===== src/rtl/mips_pkg.sv =====
// Shared MIPS datapath types and constants for the iterative multiply/divide unit.
package mips_pkg;

  typedef enum logic [1:0] {
    MD_MULT  = 2'b00,
    MD_MULTU = 2'b01,
    MD_DIV   = 2'b10,
    MD_DIVU  = 2'b11
  } md_op_t;

  typedef enum logic [1:0] {
    IDLE = 2'b00,
    CALC = 2'b01,
    DONE = 2'b10
  } md_state_t;

  localparam int         MD_ITERS = 32;
  localparam logic [4:0] MD_LAST  = 5'(MD_ITERS - 1);

endpackage


===== src/rtl/mult_div_unit.sv =====
// Iterative 32-bit MULT/MULTU/DIV/DIVU: shift-add multiply and restoring divide,
// one bit per cycle, with a one-cycle done strobe for the HI/LO write.
module mult_div_unit
  import mips_pkg::*;
(
  input  logic        clk,
  input  logic        reset,
  input  logic        start,
  input  logic [1:0]  op,
  input  logic [31:0] a,
  input  logic [31:0] b,
  output logic        busy,
  output logic        done,
  output logic [31:0] hi,
  output logic [31:0] lo,
  output logic        div_by_zero,
  output md_state_t   dbg_state
);

  // Handshake: start is sampled on the rising edge only in IDLE or DONE (and not
  // while a divide-by-zero result is pending); done is a one-cycle strobe that
  // coincides with hi/lo/div_by_zero carrying the new result.

  md_state_t   state_q, state_d;
  md_op_t      op_q, op_d;
  logic [4:0]  cnt_q, cnt_d;
  logic [31:0] rem_q, rem_d;     // multiply: upper accumulator; divide: partial remainder
  logic [31:0] work_q, work_d;   // multiply: multiplier shifter; divide: dividend/quotient
  logic [31:0] opb_q, opb_d;     // multiplicand or divisor magnitude; raw a on divide-by-zero
  logic        neg_res_q, neg_res_d;
  logic        neg_rem_q, neg_rem_d;
  logic        dz_pend_q, dz_pend_d;
  logic        dz_q, dz_d;
  logic        busy_q, busy_d;
  logic        done_q, done_d;
  logic [31:0] hi_q, hi_d;
  logic [31:0] lo_q, lo_d;

  function automatic logic [31:0] mag32(input logic [31:0] v, input logic sgn);
    return (sgn && v[31]) ? (~v + 32'd1) : v;
  endfunction

  function automatic logic [31:0] neg32(input logic [31:0] v, input logic en);
    return en ? (~v + 32'd1) : v;
  endfunction

  md_op_t      op_in;
  logic        in_signed;
  logic        in_div;
  logic        q_div;
  logic        accept;
  logic [32:0] mul_sum;
  logic [32:0] div_shift;
  logic [32:0] div_diff;
  logic [31:0] iter_rem;
  logic [31:0] iter_work;
  logic [63:0] prod;
  logic [63:0] prod_fix;

  always_comb begin
    op_in     = md_op_t'(op);
    in_signed = (op_in == MD_MULT) || (op_in == MD_DIV);
    in_div    = (op_in == MD_DIV) || (op_in == MD_DIVU);
    q_div     = (op_q == MD_DIV) || (op_q == MD_DIVU);
    accept    = start && !dz_pend_q && ((state_q == IDLE) || (state_q == DONE));

    mul_sum   = {1'b0, rem_q} + (work_q[0] ? {1'b0, opb_q} : 33'd0);
    div_shift = {rem_q, work_q[31]};
    div_diff  = div_shift - {1'b0, opb_q};

    if (q_div) begin
      if (!div_diff[32]) begin
        iter_rem  = div_diff[31:0];
        iter_work = {work_q[30:0], 1'b1};
      end else begin
        iter_rem  = div_shift[31:0];
        iter_work = {work_q[30:0], 1'b0};
      end
    end else begin
      iter_rem  = mul_sum[32:1];
      iter_work = {mul_sum[0], work_q[31:1]};
    end

    prod     = {iter_rem, iter_work};
    prod_fix = neg_res_q ? (~prod + 64'd1) : prod;
  end

  always_comb begin
    state_d   = state_q;
    op_d      = op_q;
    cnt_d     = cnt_q;
    rem_d     = rem_q;
    work_d    = work_q;
    opb_d     = opb_q;
    neg_res_d = neg_res_q;
    neg_rem_d = neg_rem_q;
    dz_pend_d = dz_pend_q;
    dz_d      = dz_q;
    hi_d      = hi_q;
    lo_d      = lo_q;

    case (state_q)
      IDLE: begin
        if (dz_pend_q) begin
          state_d   = DONE;
          dz_pend_d = 1'b0;
          dz_d      = 1'b1;
          hi_d      = opb_q;
          lo_d      = 32'hFFFF_FFFF;
        end
      end
      CALC: begin
        rem_d  = iter_rem;
        work_d = iter_work;
        cnt_d  = cnt_q + 5'd1;
        if (cnt_q == MD_LAST) begin
          state_d = DONE;
          cnt_d   = 5'd0;
          if (q_div) begin
            hi_d = neg32(iter_rem, neg_rem_q);
            lo_d = neg32(iter_work, neg_res_q);
          end else begin
            hi_d = prod_fix[63:32];
            lo_d = prod_fix[31:0];
          end
        end
      end
      DONE: begin
        state_d = IDLE;
      end
      default: begin
        state_d = IDLE;
      end
    endcase

    // A divide by zero skips CALC; the result is posted from IDLE one cycle later.
    if (accept) begin
      op_d      = op_in;
      cnt_d     = 5'd0;
      dz_d      = 1'b0;
      neg_res_d = in_signed && (a[31] ^ b[31]);
      neg_rem_d = in_signed && a[31];
      rem_d     = 32'd0;
      if (in_div && (b == 32'd0)) begin
        state_d   = IDLE;
        dz_pend_d = 1'b1;
        opb_d     = a;
      end else begin
        state_d = CALC;
        if (in_div) begin
          work_d = mag32(a, in_signed);
          opb_d  = mag32(b, in_signed);
        end else begin
          work_d = mag32(b, in_signed);
          opb_d  = mag32(a, in_signed);
        end
      end
    end

    busy_d = (state_d == CALC);
    done_d = (state_d == DONE);
  end

  always_ff @(posedge clk or posedge reset) begin
    if (reset) begin
      state_q   <= IDLE;
      op_q      <= MD_MULT;
      cnt_q     <= 5'd0;
      rem_q     <= 32'd0;
      work_q    <= 32'd0;
      opb_q     <= 32'd0;
      neg_res_q <= 1'b0;
      neg_rem_q <= 1'b0;
      dz_pend_q <= 1'b0;
      dz_q      <= 1'b0;
      busy_q    <= 1'b0;
      done_q    <= 1'b0;
      hi_q      <= 32'd0;
      lo_q      <= 32'd0;
    end else begin
      state_q   <= state_d;
      op_q      <= op_d;
      cnt_q     <= cnt_d;
      rem_q     <= rem_d;
      work_q    <= work_d;
      opb_q     <= opb_d;
      neg_res_q <= neg_res_d;
      neg_rem_q <= neg_rem_d;
      dz_pend_q <= dz_pend_d;
      dz_q      <= dz_d;
      busy_q    <= busy_d;
      done_q    <= done_d;
      hi_q      <= hi_d;
      lo_q      <= lo_d;
    end
  end

  assign busy        = busy_q;
  assign done        = done_q;
  assign hi          = hi_q;
  assign lo          = lo_q;
  assign div_by_zero = dz_q;
  assign dbg_state   = state_q;

endmodule


===== config.mk =====
export PLATFORM = sky130hd
export DESIGN_NAME = mult_div_unit
export DESIGN_NICKNAME = d
export VERILOG_FILES = /design/src/rtl/mips_pkg.sv /design/src/rtl/mult_div_unit.sv
export SDC_FILE = /design/constraint.sdc
export NUM_CORES = 1
export LEC_CHECK = 0
export CELL_PAD_IN_SITES_DETAIL_PLACEMENT = 0
export CELL_PAD_IN_SITES_GLOBAL_PLACEMENT = 1
export CORE_MARGIN = 2
export CORE_UTILIZATION = 44
export CTS_CLUSTER_SIZE = 12
export DETAILED_ROUTE_END_ITERATION = 12
export GPL_TIMING_DRIVEN = 0
export HOLD_SLACK_MARGIN = 0.08
export PLACE_DENSITY_LB_ADDON = 0.1
export SLEW_MARGIN = 20
export SYNTH_ARGS = -nofsm -noshare
export SYNTH_HDL_FRONTEND = slang
export SYNTH_SLANG_ARGS = --single-unit

===== constraint.sdc =====
create_clock -name clk -period 7.5 [get_ports clk]
set_clock_uncertainty 0.05 [all_clocks]
set_input_delay 1.5 -clock clk [delete_from_list [all_inputs] [get_ports clk]]
set_output_delay 1.5 -clock clk [all_outputs]
set_load 0.05 [all_outputs]

== Word-level counts from Yosys, hierarchy flattened ==
Cells that the tools add are included.

* Register bits: 175
* Latch bits: 0
* RAM bits: 0
* ROM bits: 0
* Bits of input ports: 69
* Output and inout port bits: 69
* Word-level logic and storage cells: 99
* Memories: 0

* $add $sub $neg: 8
* Multiply operators: 0
* Divide/modulo/power cells: 0
* $lt $le $gt $ge: 0
* Equal/unequal tests: 11
* Shift-type cells: 0
* Muxes and demuxes: 40
* Bitwise operators: 6
* Reductions and logical operators: 20

{| class="wikitable"
|+ Operator list
! kind !! count
|-
| two-way mux 32 bit || 22
|-
| adder 32 x 1 -> 32 bit, second input constant || 4
|-
| NOT 32 bit || 4
|-
| one-hot mux 32 bit (2 select lines) || 2
|-
| adder 64 x 1 -> 64 bit, second input constant || 1
|-
| two-way mux 64 bit || 1
|-
| NOT 64 bit || 1
|-
| adder 32 x 32 -> 33 bit || 1
|-
| subtractor 33 x 32 -> 33 bit || 1
|-
| logical NOT 32 bit || 1
|-
| two-way mux 5 bit || 3
|-
| == test 2 bit, second input constant || 6
|-
| two-way mux 1 bit || 8
|-
| nonzero test 2 bit || 4
|-
| logical AND 1 bit || 6
|-
| two-way mux 2 bit || 3
|-
| adder 5 x 1 -> 5 bit, second input constant || 1
|-
| == test 5 bit, second input constant || 1
|-
| == test 2 x 1 -> 1 bit, second input constant || 2
|-
| logical NOT 2 bit || 2
|-
| logical OR 1 bit || 4
|-
| inequality test 2 bit, second input constant || 2
|-
| one-hot mux 2 bit (2 select lines) || 1
|-
| AND reduction 3 bit || 1
|-
| other kinds (3) || 3
|}

== Logic depth before layout (Yosys ltp) ==
Gate-level depths: netlist of run 1.

* Depth after elaboration: 9
* Gate-level depth with buffers: 24
* Mapped depth without buffers: 24

== Worst setup path before layout of run 1 ==
OpenSTA, ideal clock, no wires.

* Kind: register -> register
* Start: reg work_q[31]
* End: reg hi_q[10] (netlist: hi[10])
* Library setup time: 0.121 ns
* Arrival: 5.296 ns
* Data required time: 7.329 ns
* Slack: 2.033 ns
* Cell stages (with the launch flop): 25
* Path through: dfrtp_1 > inv_1 > ha_1 > inv_1 > fa_1 > a211oi_2 > o211ai_1 > and4_1 > o21ai_2 > nand3_2 > nand3_1 > a21boi_0 > ha_1 > o211ai_1 > or4_1 > or3b_1 > nor3_1 > nand4_1 > nand2b_1 > and2_1 > nor3_1 > a31oi_1 > xor2_1 > o211ai_1 > nand2_1

* Cells in the longest elaborated chain, start to end: 9

{| class="wikitable"
|+ RTL lines
! what !! line !! RTL
|-
| start: declaration || mult_div_unit.sv:28 || <nowiki>logic [31:0] work_q, work_d;</nowiki>
|-
| start signal: assignment || mult_div_unit.sv:185 || <nowiki>work_q <= work_d;</nowiki>
|-
| subtractor 33 x 32 -> 33 bit || mult_div_unit.sv:69 || <nowiki>div_diff = div_shift - {1'b0, opb_q};</nowiki>
|-
| two-way mux 1 bit or two-way mux 32 bit (tied branches) || mult_div_unit.sv:72 || <nowiki>if (!div_diff[32]) begin</nowiki>
|-
| two-way mux 32 bit || mult_div_unit.sv:71 || <nowiki>if (q_div) begin</nowiki>
|-
| NOT 64 bit or NOT 32 bit (tied branches) || mult_div_unit.sv:85, mult_div_unit.sv:44 ||
|-
| adder 64 x 1 -> 64 bit or adder 32 x 1 -> 32 bit (tied branches) || mult_div_unit.sv:85, mult_div_unit.sv:44 ||
|-
| two-way mux 64 bit or two-way mux 32 bit (tied branches) || mult_div_unit.sv:85, mult_div_unit.sv:44 ||
|-
| two-way mux 32 bit (*) || mult_div_unit.sv:119 || <nowiki>if (q_div) begin</nowiki>
|-
| two-way mux 32 bit (*) || mult_div_unit.sv:116 || <nowiki>if (cnt_q == MD_LAST) begin</nowiki>
|-
| one-hot mux 32 bit (2 select lines) (*) || mult_div_unit.sv:102 || <nowiki>case (state_q)</nowiki>
|-
| end signal: assignment || mult_div_unit.sv:193 || <nowiki>hi_q <= hi_d;</nowiki>
|-
| end: declaration || mult_div_unit.sv:36 || <nowiki>logic [31:0] hi_q, hi_d;</nowiki>
|}

Mark *: on every way between the ends. The rest lies on a longest branch, timed or not. The select of a mux whose other input is x is not followed.
A chain may end at the register's enable or synchronous reset.

== Worst setup path in the final report of run 1 ==
Same ends and word-level chain as after synthesis.

==> summary.txt, run 1 <==
STA
  – RSZ-0062 raised after global routing: no
  – Slew HR: 0.209
  – Final worst-path cycle share: 0.946
  – Worst slew pin tran: 1.19 ns
  – Fin Hold WS: 0.429 ns
  – Min Tclk post-route: 7.10 ns
  – Max Clk Rate: 0.141 GHz
  – Pins Over Slew Limit: 0
  – Fin. Hold Viols: 0
  – Final setup violation count: 0
  – Worst Slack Setup Final: 0.402 ns

Setup path
  – Data arrival time of the worst path: 7.39 ns
  – CP max FO: 8
  – Req. time, crit path: 7.79 ns
  – CP startpoint: work_q[31]
  – Class of the most critical setup path: flop to flop
  – R2R setup slack: 0.40 ns
  – Worst r2r src: work_q[31]
  – Critical Path Source Type: flop
  – CP Capture Type: flop

Finish
  – Diode count: 0
  – Post-layout nets: 2429
  – Fill count: 3662
  – Ratio of cells with drive above 1 in the final layout: 0.0535
  – P&R area growth vs syn: 16.0%

Clock network
  – Clk root buf: clkbuf_16
  – CTS Hold Buffers Added: 0
  – CTS tree: built
  – H-Tree Depth: 4
  – Num CTS Buffers: 17
  – CTS Buffer Depth: 2
  – Clock sinks: 174
  – Clk_lat worst skew: 0.46 ns
  – Worst-path clk slew: 0.08 ns

Yosys
  – Top post-synthesis cells by area: dfrtp_1 (27%), a21oi_1 (6.3%), o21ai_0 (6.0%), nand2_1 (5.7%), ha_1 (5.4%)
  – Post-Synthesis Cells: 2132
  – Asr flop ratio synth: 1.00
  – Most common cell in the synthesized netlist: nand2_1
  – Post-synth top area share: 0.269
  – Avg Cell Area, Syn: 7.60 um2
  – Synth Net Count: 2273
  – Commonest register cell after synthesis: dfrtp_1
  – YS warnings: 0
  – Leading area contributor after synthesis: dfrtp_1
  – Distinct cells, synth: 95
  – Sequential fraction of the synthesis area: 0.269
  – FF+latch count, synth: 174
  – Synth cell count leaders: nand2_1 (246), nor2_1 (204), a21oi_1 (203)
  – Post-synth EDFFs: 0
  – Post-Syn Area: 16200 um2

Placed design
  – Number of I/O port buffers: 136
  – Routability congestion estimate: 1.01
  – DP Worst Slack: 0.149 ns
  – Dpl hpwl: 55000 um

Flow run
  – Max Cap Violations: 0

Routing
  – Drt total wl: 68000 um
  – Via count: 17200
  – Vias/cell: 6.21
  – DRT Pass-1 Iters: 6
  – Wire per inst: 24.6 um
  – Antenna viol nets, final: 0
  – Initial DRC Count: 1681
  – DRC Markers: 0

Floorplanning
  – Row count: 70
  – Die height: 196 um
  – Core outline area: 36400 um2
  – Die width: 196 um
  – Initial core utilization: 0.444
  – Top-level port count: 138
  – Die footprint: 38400 um2

Global route
  – GRT Total Usage: 0.354
  – Gr ovfl total: 0
  – Initial antenna violation count: 0
  – Vias in the first global route: 16500
  – Largest net degree at the start of global routing: 99
  – First-pass GRT wire length: 102000 um

Run status
  – Status: finished clean

Worst hold path
  – Worst hold path class: flop to flop
  – Hold path startpoint: hi[10]
what timing repair did:
action	4_1_cts	5_1_grt
endpoints found under the setup margin	0	5
resized for setup	0	2
setup buffers	0	0
cells in the final DEF (no fill, tap or decap), drive strengths merged, types with 14 or more instances in the layout:
cell / count
nand2: 247
o21ai: 215
a21oi: 206
nor2: 205
dfrtp: 174
clkdlybuf4s50: 136
clkbuf: 113
xnor2: 94
inv: 71
xor2: 70
ha: 70
nand3: 69
mux2i: 66
nor3: 53
o211ai: 44
and2: 42
buf: 39
a21o: 34
nand4: 27
a31oi: 26
mux2: 24
o31ai: 23
or3: 21
a211oi: 20
nand2b: 18
nor4: 18
and3: 14
per-stage QoR:
stage	TNS [ns]	instances	utilization	area (um2)
after global placement	-233.65	2736	0.498	18100
after detailed placement	0	2737	0.499	18200
after global routing	0	2769	0.516	18800
after floorplan	0	2132	-	16200
final	0	2769	0.516	18800
after CTS	0	2769	0.516	18800
logic make-up after synthesis:
logic type | after synthesis | synth area share
simple gates | 765 | 0.225
compound gates | 667 | 0.255
buf+inv | 200 | 0.0488
flops | 174 | 0.269
xor+xnor | 164 | 0.0887
mux | 90 | 0.0575
fa+ha+maj | 72 | 0.0566
layer usage:
metal,wire (um),global-route usage,vias to the layer above
met4,2970,0.155,0
met2,32500,0.594,724
met1,27900,0.453,8350
met5,0,0,-
li1,-,-,7980
met3,4620,0.0519,142
worst paths after layout:
kind,end,cells after the start
setup / recovery,hi[10],24
setup reg to reg,hi[10],24
hold / removal,hi[10],2
hold reg to reg,hi[10],2
max in group asynchronous,op_q[1],3
min in group asynchronous,rem_q[6],2
worst max-delay path: stages (launching register included):
cell      delay [ns]
dfrtp_1         0.46
inv_1           0.09
ha_1            0.20
inv_1           0.07
fa_1            0.45
a211oi_2        0.25
o211ai_1        0.21
and4_1          0.27
o21ai_2         0.38
nand3_2         0.26
nand3_1         0.31
a21boi_1        0.44
ha_1            0.28
o211ai_1        0.15
or4_1           0.57
or3b_1          0.47
nor3_1          0.32
nand4_1         0.17
nand2b_1        0.25
and2_1          0.22
nor3_2          0.43
a31oi_1         0.16
xor2_1          0.20
o211ai_1        0.24
nand2_1         0.08
cell type report:
class / count / area (um2) / share of cell area
inverters: 66 / 255 / 0.0136
flip-flops and latches: 174 / 4350 / 0.232
repair buffers: 137 / 1390 / 0.0739
clock inverters: 15 / 175 / 0.00932
clock buffers: 17 / 425 / 0.0226
plain buffers: 134 / 542 / 0.0288
multi-input cells: 1758 / 11100 / 0.589
well taps: 468 / 586 / 0.0312
state kept, by name, indices dropped and copies added (netlist names):
register and count:
done 1, busy 1, rem_q 32, cnt_q 5, op_q 1, div_by_zero 1
opb_q 32, neg_res_q 1, hi 32, work_q 32, dbg_state 2, dz_pend_q 1
lo 32, neg_rem_q 1
Power of run 1 is left out: the tool's default activity adds up to more than one toggle a clock period on the data nets, which glitch-free logic cannot reach.
==> run 2: changes to the inputs <==
--- a/config.mk
+++ b/config.mk
@@ -12,9 +12,7 @@
 export CTS_CLUSTER_SIZE = 12
 export DETAILED_ROUTE_END_ITERATION = 12
 export GPL_TIMING_DRIVEN = 0
-export HOLD_SLACK_MARGIN = 0.08
 export PLACE_DENSITY_LB_ADDON = 0.1
-export SLEW_MARGIN = 20
 export SYNTH_ARGS = -nofsm -noshare
 export SYNTH_HDL_FRONTEND = slang
 export SYNTH_SLANG_ARGS = --single-unit
==> summary.txt, run 2 (same netlist as run 1, synthesis figures left out) <==
STA
  – RSZ-0062 raised after global routing: no
  – Final worst-path cycle share: 0.962 (+0.0152)
  – Max Clk Rate: 0.139 GHz (-1.6%)
  – Final setup violation count: 0 (unchanged)
  – Fin. Hold Viols: 0 (unchanged)
  – Worst slew pin tran: 1.32 ns (+0.136 ns)
  – Slew HR: 0.0957 (-0.113)
  – Pins Over Slew Limit: 0 (unchanged)
  – Min Tclk post-route: 7.21 ns (+0.114 ns)
  – Worst Slack Setup Final: 0.288 ns (-0.114 ns)

Floorplanning
  – Top-level port count: 138 (unchanged)
  – Die footprint: 38400 um2 (unchanged)
  – Core outline area: 36400 um2 (unchanged)
  – Row count: 70 (unchanged)
  – Die height: 196 um (unchanged)
  – Die width: 196 um (unchanged)
  – Initial core utilization: 0.444 (unchanged)

Setup path
  – CP max FO: 8 (unchanged)
  – CP Capture Type: flop
  – Data arrival time of the worst path: 7.51 ns (+0.12 ns)
  – Class of the most critical setup path: flop to flop
  – Req. time, crit path: 7.80 ns (about the same)
  – Critical Path Source Type: flop
  – Worst Reg-to-Reg Cells: 24 (unchanged)

Placed design
  – Post-placement cell count: 2738 (+0.037%)
  – Routability congestion estimate: 1.01 (unchanged)
  – Dpl hpwl: 55000 um (-0.11%)
  – Number of I/O port buffers: 136 (unchanged)
  – DP Worst Slack: 0.196 ns (+0.0472 ns)
  – Area after DPL: 18200 um2 (about the same)

Finish
  – Fin area: 18800 um2 (about the same)
  – Commonest non-fill, non-tap cell in the layout: nand2_1
  – Most frequent cells in the layout: nand2_1 (246), nor2_1 (204), a21oi_1 (203)
  – Ratio of cells with drive above 1 in the final layout: 0.0534 (about the same)
  – Final std cells w/o fill: 2772 (+0.11%)
  – Fill count: 3682 (+0.55%)
  – P&R area growth vs syn: 16.0% (about the same)
  – Post-layout nets: 2430 (+0.041%)

Clock network
  – Num CTS Buffers: 17 (unchanged)
  – CTS tree: built
  – Clk root buf: clkbuf_16
  – H-Tree Depth: 4 (unchanged)
  – Worst-path clk slew: 0.08 ns (about the same)
  – Clock sinks: 174 (unchanged)
  – Clk_lat worst skew: 0.46 ns (about the same)
  – CTS Buffer Depth: 2 (unchanged)
  – CTS Hold Buffers Added: 0 (unchanged)

Flow run
  – Max Cap Violations: 0 (unchanged)

Global route
  – Gr ovfl total: 0 (unchanged)
  – First-pass GRT wire length: 101000 um (-0.55%)
  – Initial antenna violation count: 1 (+1)
  – Largest net degree at the start of global routing: 100 (+1.0%)
  – Vias in the first global route: 16500 (-0.024%)
  – GRT Total Usage: 0.353 (-0.000853)

Worst hold path
  – Hold Path Stages: 2 (unchanged)
  – Worst hold path class: flop to flop

Routing
  – Initial DRC Count: 1559 (-7.3%)
  – Via count: 17200 (+0.10%)
  – DRT Pass-1 Iters: 6 (unchanged)
  – Wire per inst: 24.5 um (about the same)
  – Antenna viol nets, final: 0 (unchanged)
  – DRC Markers: 0 (unchanged)
  – Drt total wl: 68000 um (about the same)
  – Vias/cell: 6.21 (about the same)

Run status
  – Status: finished clean
[run 2: changes by cell type in the layout (fill, tap and decap cells not counted), sizes merged]
| cell | change |
|---|---|
| diode | +2 |
| clkinv | +3 |
| clkbuf | +1 |
| buf | +1 |
| inv | -1 |
| clkinvlp | -2 |
| bufinv | -1 |
[run 2: through the flow]
stage / hold slack [ns] / util / TNS, ns
after floorplan: 0.388 / - / 0
after detailed placement: 0.411 / 0.499 / 0
final: 0.429 / 0.515 / 0
after global routing: 0.465 / 0.515 / 0
after global placement: 0.405 / 0.498 / -233.65
after CTS: 0.431 / 0.515 / 0
[run 2: path summary, 6_finish.rpt]
check	slack, ns	endpoint	start
hold / removal	0.43	hi[19]	hi[19]
setup / recovery	0.29	hi[10]	work_q[31]
min in group asynchronous	1.44	rem_q[5]	reset
hold reg to reg	0.43	hi[19]	hi[19]
setup reg to reg	0.29	hi[10]	work_q[31]
max in group asynchronous	4.96	dbg_state[1]	reset
[run 2: repair_timing]
item / in CTS / in global routing
setup buffers: 0 / 0
endpoints found under the setup margin: 0 / 4
resized for setup: 0 / 2
[run 2: critical path: stages, from the launching register on]
cell      delay (ns)
dfrtp_1         0.46
inv_1           0.09
ha_1            0.20
inv_1           0.07
fa_1            0.45
a211oi_2        0.25
o211ai_1        0.20
and4_1          0.27
o21ai_2         0.38
nand3_2         0.25
nand3_1         0.32
a21boi_1        0.50
ha_1            0.29
o211ai_1        0.16
or4_1           0.59
or3b_1          0.47
nor3_1          0.31
nand4_1         0.17
nand2b_1        0.25
and2_1          0.22
nor3_2          0.44
a31oi_1         0.16
xor2_1          0.20
o211ai_1        0.25
nand2_1         0.09
[run 2: routing by layer]
layer	up-vias	routed length, um	share of wire	GRT usage
li1	7967	-	-	-
met1	8364	28200	0.41	0.453
met2	727	32300	0.47	0.590
met3	154	4350	0.064	0.0471
met4	2	3280	0.048	0.167
met5	-	7	0.00010	0
[run 2: area by class of cell]
| type | instances | area [um2] | area share |
|---|---|---|---|
| Sequential cell | 174 | 4350 | 0.232 |
| Multi-Input combinational cell | 1758 | 11100 | 0.589 |
| Inverter | 66 | 255 | 0.0136 |
| Clock inverter | 14 | 153 | 0.00813 |
| Antenna cell | 2 | 5.00 | 0.000266 |
| Timing Repair Buffer | 138 | 1390 | 0.0742 |
| Clock buffer | 18 | 439 | 0.0234 |
| Buffer | 134 | 542 | 0.0288 |
| Tap cell | 468 | 586 | 0.0312 |
Power of run 2 is left out for the same reason.
==> variant 1, RTL diff (settings of run 2) <==
`opb_q` no longer has a reset.
--- a/src/rtl/mult_div_unit.sv
+++ b/src/rtl/mult_div_unit.sv
@@ -169,5 +169,4 @@
       rem_q     <= 32'd0;
       work_q    <= 32'd0;
-      opb_q     <= 32'd0;
       neg_res_q <= 1'b0;
       neg_rem_q <= 1'b0;
@@ -184,5 +183,4 @@
       rem_q     <= rem_d;
       work_q    <= work_d;
-      opb_q     <= opb_d;
       neg_res_q <= neg_res_d;
       neg_rem_q <= neg_rem_d;
@@ -196,4 +194,8 @@
   end
 
+  always_ff @(posedge clk) begin
+    opb_q <= opb_d;
+  end
+
   assign busy        = busy_q;
   assign done        = done_q;
Function: no difference found for any inputs over 4 cycles, from zero or initial values and one cycle with reset high; that may be too few to reach the edited logic, so the function may still have changed.
==> variant 1 against run 2 <==
  * Worst setup slack better by 0.083 ns
  * Via count is 3.1% lower
  * Sequential cell count stayed put
  * Synthesized area is 2.2% lower
  * Sequential share of layout area is 1.3 points higher
  * Cell count is 3.5% lower
  * Wire length is 3.3% lower
  * Design area is 1.8% lower
  * Highest routed layer is now met4
==> variant 1: results (changes against run 2) <==
Layout
  – Clk_buf instances: 20 (+2)
  – NonClk Buf Share: 10.3% (+0.025 points)
  – Comb_multi_in: 1688 (-4.0%)
  – Register area: 0.00451 mm² (+3.7%)
  – Non-filler cells, final: 2674 (-3.5%)
  – Area occupied by multi-input gates: 0.0106 mm² (-4.0%)
  – Fillers: 3497 (-5.0%)
  – Nets: 2341 (-3.7%)
  – # diodes: 0 (-2)
  – Layout cells sized above 1: 4.47% (-0.87 points)
  – Nonclk inv count: 63 (-4.5%)
  – Seq/total area: 24.5% (+1.3 points)

Synthesis
  – FFs w/ async S/R, synth: 81.6% (-18 points)
  – Post-synth EDFFs: 32 (+32)
  – Unique cell type count in the Yosys netlist: 89 (-6.3%)
  – Synth cell count leaders: nand2_1, o21ai_0, nor2_1, a21oi_1, dfrtp_1
  – Syn_nets: 2184 (-3.9%)
  – Synth area leaders: dfrtp_1, o21ai_0, a21oi_1
  – Yosys top cell area share: 22.4% (-4.5 points)
  – Synth Warn #: 0 (unchanged)
  – Register area share after synthesis: 28.5% (+1.6 points)

Placement
  – DP Cell Count: 2643 (-3.5%)
  – Port-buffer cells: 137 (+0.74%)
  – Setup WS pre-CTS: -0.691 ns (-0.887 ns)
  – Placer Congestion: 0.972 (-3.7%)
  – Final HPWL DP: 53700 µm (-2.3%)

Critical path
  – Slowest Stage Delay on Critical Path: 0.54 ns (-0.05 ns)
  – Reg2Reg Setup Slack: 0.37 ns (+0.08 ns)
  – CP max-delay cell: o211ai_1
  – Max FO, Critical Path: 10 (+2)
  – Critical path data arrival time: 7.46 ns (-0.05 ns)

Global routing
  – First-pass GRT wire length: 98400 µm (-3.0%)
  – Antenna violations before repair: 0 (-1)
  – Met3 Resource Use GR: 4.17% (-0.54 points)
  – Vias in the first global route: 16200 (-1.5%)
  – Largest net degree at the start of global routing: 74 (-26%)
  – GRT Total Usage: 34.6% (-0.68 points)
  – M1 GR Usage: 43.2% (-2.0 points)
  – Met2 GRT Util: 58.5% (-0.48 points)

Drt
  – DR iter-0 viols: 1370 (-12%)
  – Per-cell routed wire length: 24.6 µm (+0.25%)
  – Via Count: 16700 (-3.1%)

STA
  – Final hold slack: 0.442 ns (+0.0131 ns)
  – Rel. slew slack: 29.0% (+19 points)
  – FMAX: 140 MHz (+1.2%)

Run status
  – Status: complete, no violations

Floorplan
  – Rows: 69 (-1.4%)
==> variant 1: logic make-up (layout without fill, tap and decap cells) <==
logic type,Yosys count,count (layout),share of synthesized area [%]
AND/OR/NAND/NOR,713,713,21.4
adder cells (fa/ha/maj),72,72,5.78
AO/OA/AOI/OAI,661,661,25.7
buffers and inverters,181,351,4.51
XOR/XNOR,156,156,8.62
multiplexers,86,86,5.48
flip-flops,174,174,28.5
==> variant 1: per-layer routing <==
| layer | vias up | part of all wire (%) |
|---|---|---|
| met5 | - | 0 |
| met2 | 798 | 47 |
| met4 | 0 | 5.5 |
| li1 | 7709 | - |
| met3 | 202 | 6.8 |
| met1 | 7968 | 40 |
==> variant 1: worst paths after layout <==
kind                            start          end  cells after the start
max                        work_q[31]       hi[24]                     25
max in group asynchronous       reset  div_by_zero                      3
max reg2reg                work_q[31]       hi[24]                     25
min reg2reg                    hi[13]       hi[13]                      2
min in group asynchronous       reset     rem_q[4]                      2
min                            hi[13]       hi[13]                      2
==> variant 1: power by group through the flow <==
stage | registers, mW | clock network (mW) | logic [mW]
finish | 1.77 | 0.912 | 6.71
global route | 1.80 | 0.951 | 7.23
CTS | 1.75 | 0.919 | 6.57
detailed placement | 1.76 | 0 | 6.53
global placement | 1.76 | 0 | 6.49
floorplan | 2.01 | 0 | 4.16
==> variant 1: timing repair <==
action / CTS / global route
resized for setup: 4 / 3
endpoints found under the hold margin: 0 / 0
cloned: 0 / 0
pin swaps: 0 / 0
endpoints found under the setup margin: 14 / 9
==> variant 1: critical path, delay by kind of cell (launching register included) <==
family | cells | cell delay [ns]
AO/OA/AOI/OAI | 10 | 3.26
XOR/XNOR | 1 | 0.22
adder cells (fa/ha/maj) | 3 | 0.90
buffers and inverters | 2 | 0.16
flip-flops | 1 | 0.49
AND/OR/NAND/NOR | 9 | 1.96
==> variant 2, RTL diff (flow settings as in run 2) <==
Without the edit above. Reset style: synchronous (`reset`), changed in one clocked block.
--- a/src/rtl/mult_div_unit.sv
+++ b/src/rtl/mult_div_unit.sv
@@ -162,5 +162,5 @@
   end
 
-  always_ff @(posedge clk or posedge reset) begin
+  always_ff @(posedge clk) begin
     if (reset) begin
       state_q   <= IDLE;
Formal check against the unedited RTL: differs if reset is asserted again (counterexample within 4 cycles, from zero or initial values and one cycle with reset high); with reset held inactive, the same outputs for 10 cycles.
==> variant 2 against run 2 <==
  * Design area is essentially flat
  * Non-clock buffer count grew 10
  * Wire length grew 13%
  * Synthesized area hardly changed
  * Global-route usage rose by 4.1 points
  * Count of clock-buffer cells in the layout stayed put
  * Die area about the same
  * Synthesized cell count is 6.5% higher
  * Sequential cell count is the same
  * Worst setup slack worse by 0.23 ns
  * Hold slack got worse by 0.014 ns
  * Critical endpoint is now hi[24]
  * Largest cell class unchanged
Power is left out: it rests on default switching activity, and per cell area and clock period it moved more than threefold.
==> variant 2: results (changes against run 2) <==
Drt
  – DR iter-0 viols: 2057 (+32%)
  – Met3 WL post-DR: 5650 µm (+30%)
  – Wl on met1: 29500 µm (+4.9%)
  – Via Count: 18900 (+9.5%)
  – Per-cell routed wire length: 26.4 µm (+7.5%)
  – Metal2 WL: 35300 µm (+9.5%)

Critical path
  – CP max-delay cell: or4b_2
  – Reg2Reg Setup Slack: 0.06 ns (-0.23 ns)
  – CP Capture Point: hi[24]
  – Slowest Stage Delay on Critical Path: 0.74 ns (+0.15 ns)
  – Max FO, Critical Path: 6 (-2)
  – RR Endpoint: hi[24]

Placement
  – Setup WS pre-CTS: -0.665 ns (-0.861 ns)
  – Final HPWL DP: 61100 µm (+11%)
  – Placer Congestion: 1.00 (-0.79%)

Synthesis
  – Syn_nets: 2412 (+6.1%)
  – Avg Inst Size Synth: 7.13 µm² (-6.2%)
  – Post-synthesis compound-gate area fraction: 30.1% (+4.6 points)
  – Register area share after synthesis: 21.5% (-5.4 points)
  – FFs w/ async S/R, synth: 0% (-100 points)
  – Unique cell type count in the Yosys netlist: 99 (+4.2%)

STA
  – Final hold slack: 0.415 ns (-0.0141 ns)
  – Worst Tran Pin Value: 1.30 ns (-0.0197 ns)
  – Crit path time final: 7.44 ns (+0.229 ns)

Layout
  – # diodes: 0 (-2)
  – Fillers: 3702 (+0.54%)
  – Non-filler cells, final: 2908 (+4.9%)
  – Nets: 2568 (+5.7%)

Worst hold path
  – Hold_sp: cnt_q[4]

Global routing
  – Vias in the first global route: 18000 (+9.4%)
  – Met2 GRT Util: 65.5% (+6.5 points)
  – GRT Total Usage: 39.4% (+4.1 points)

Run status
  – Status: complete, no violations

CTS
  – Post_cts resized: 4 (+4)
==> variant 2: cell types whose count changed after synthesis, sizes merged, moves of 19 or more <==
cell,before,now
a211oi,20,44
a21oi,206,234
dfrtp,174,0
dfxtp,0,174
mux2,24,5
nand2,247,268
nand3,69,47
nor3,53,73
o211ai,44,97
o21ai,215,157
xor2,70,51
==> variant 2: cell families (layout without fill, tap and decap cells) <==
kind of cell               after synthesis  after routing
xor gates and xnor gates               157            157
AOI/OAI and AO/OA                      746            746
muxes                                   59             59
buffers and inverters                  228            397
DFF                                    174            174
and+or+nand+nor                        835            835
adders and majority gates               72             72
==> variant 2: layout make-up <==
type	instances	area share, %
well taps	468	3.12
flip-flops and latches	174	18.6
clock buffers	18	2.34
inverters	83	1.66
multi-input cells	1869	62.8
plain buffers	144	3.26
clock inverters	14	0.900
repair buffers	138	7.32
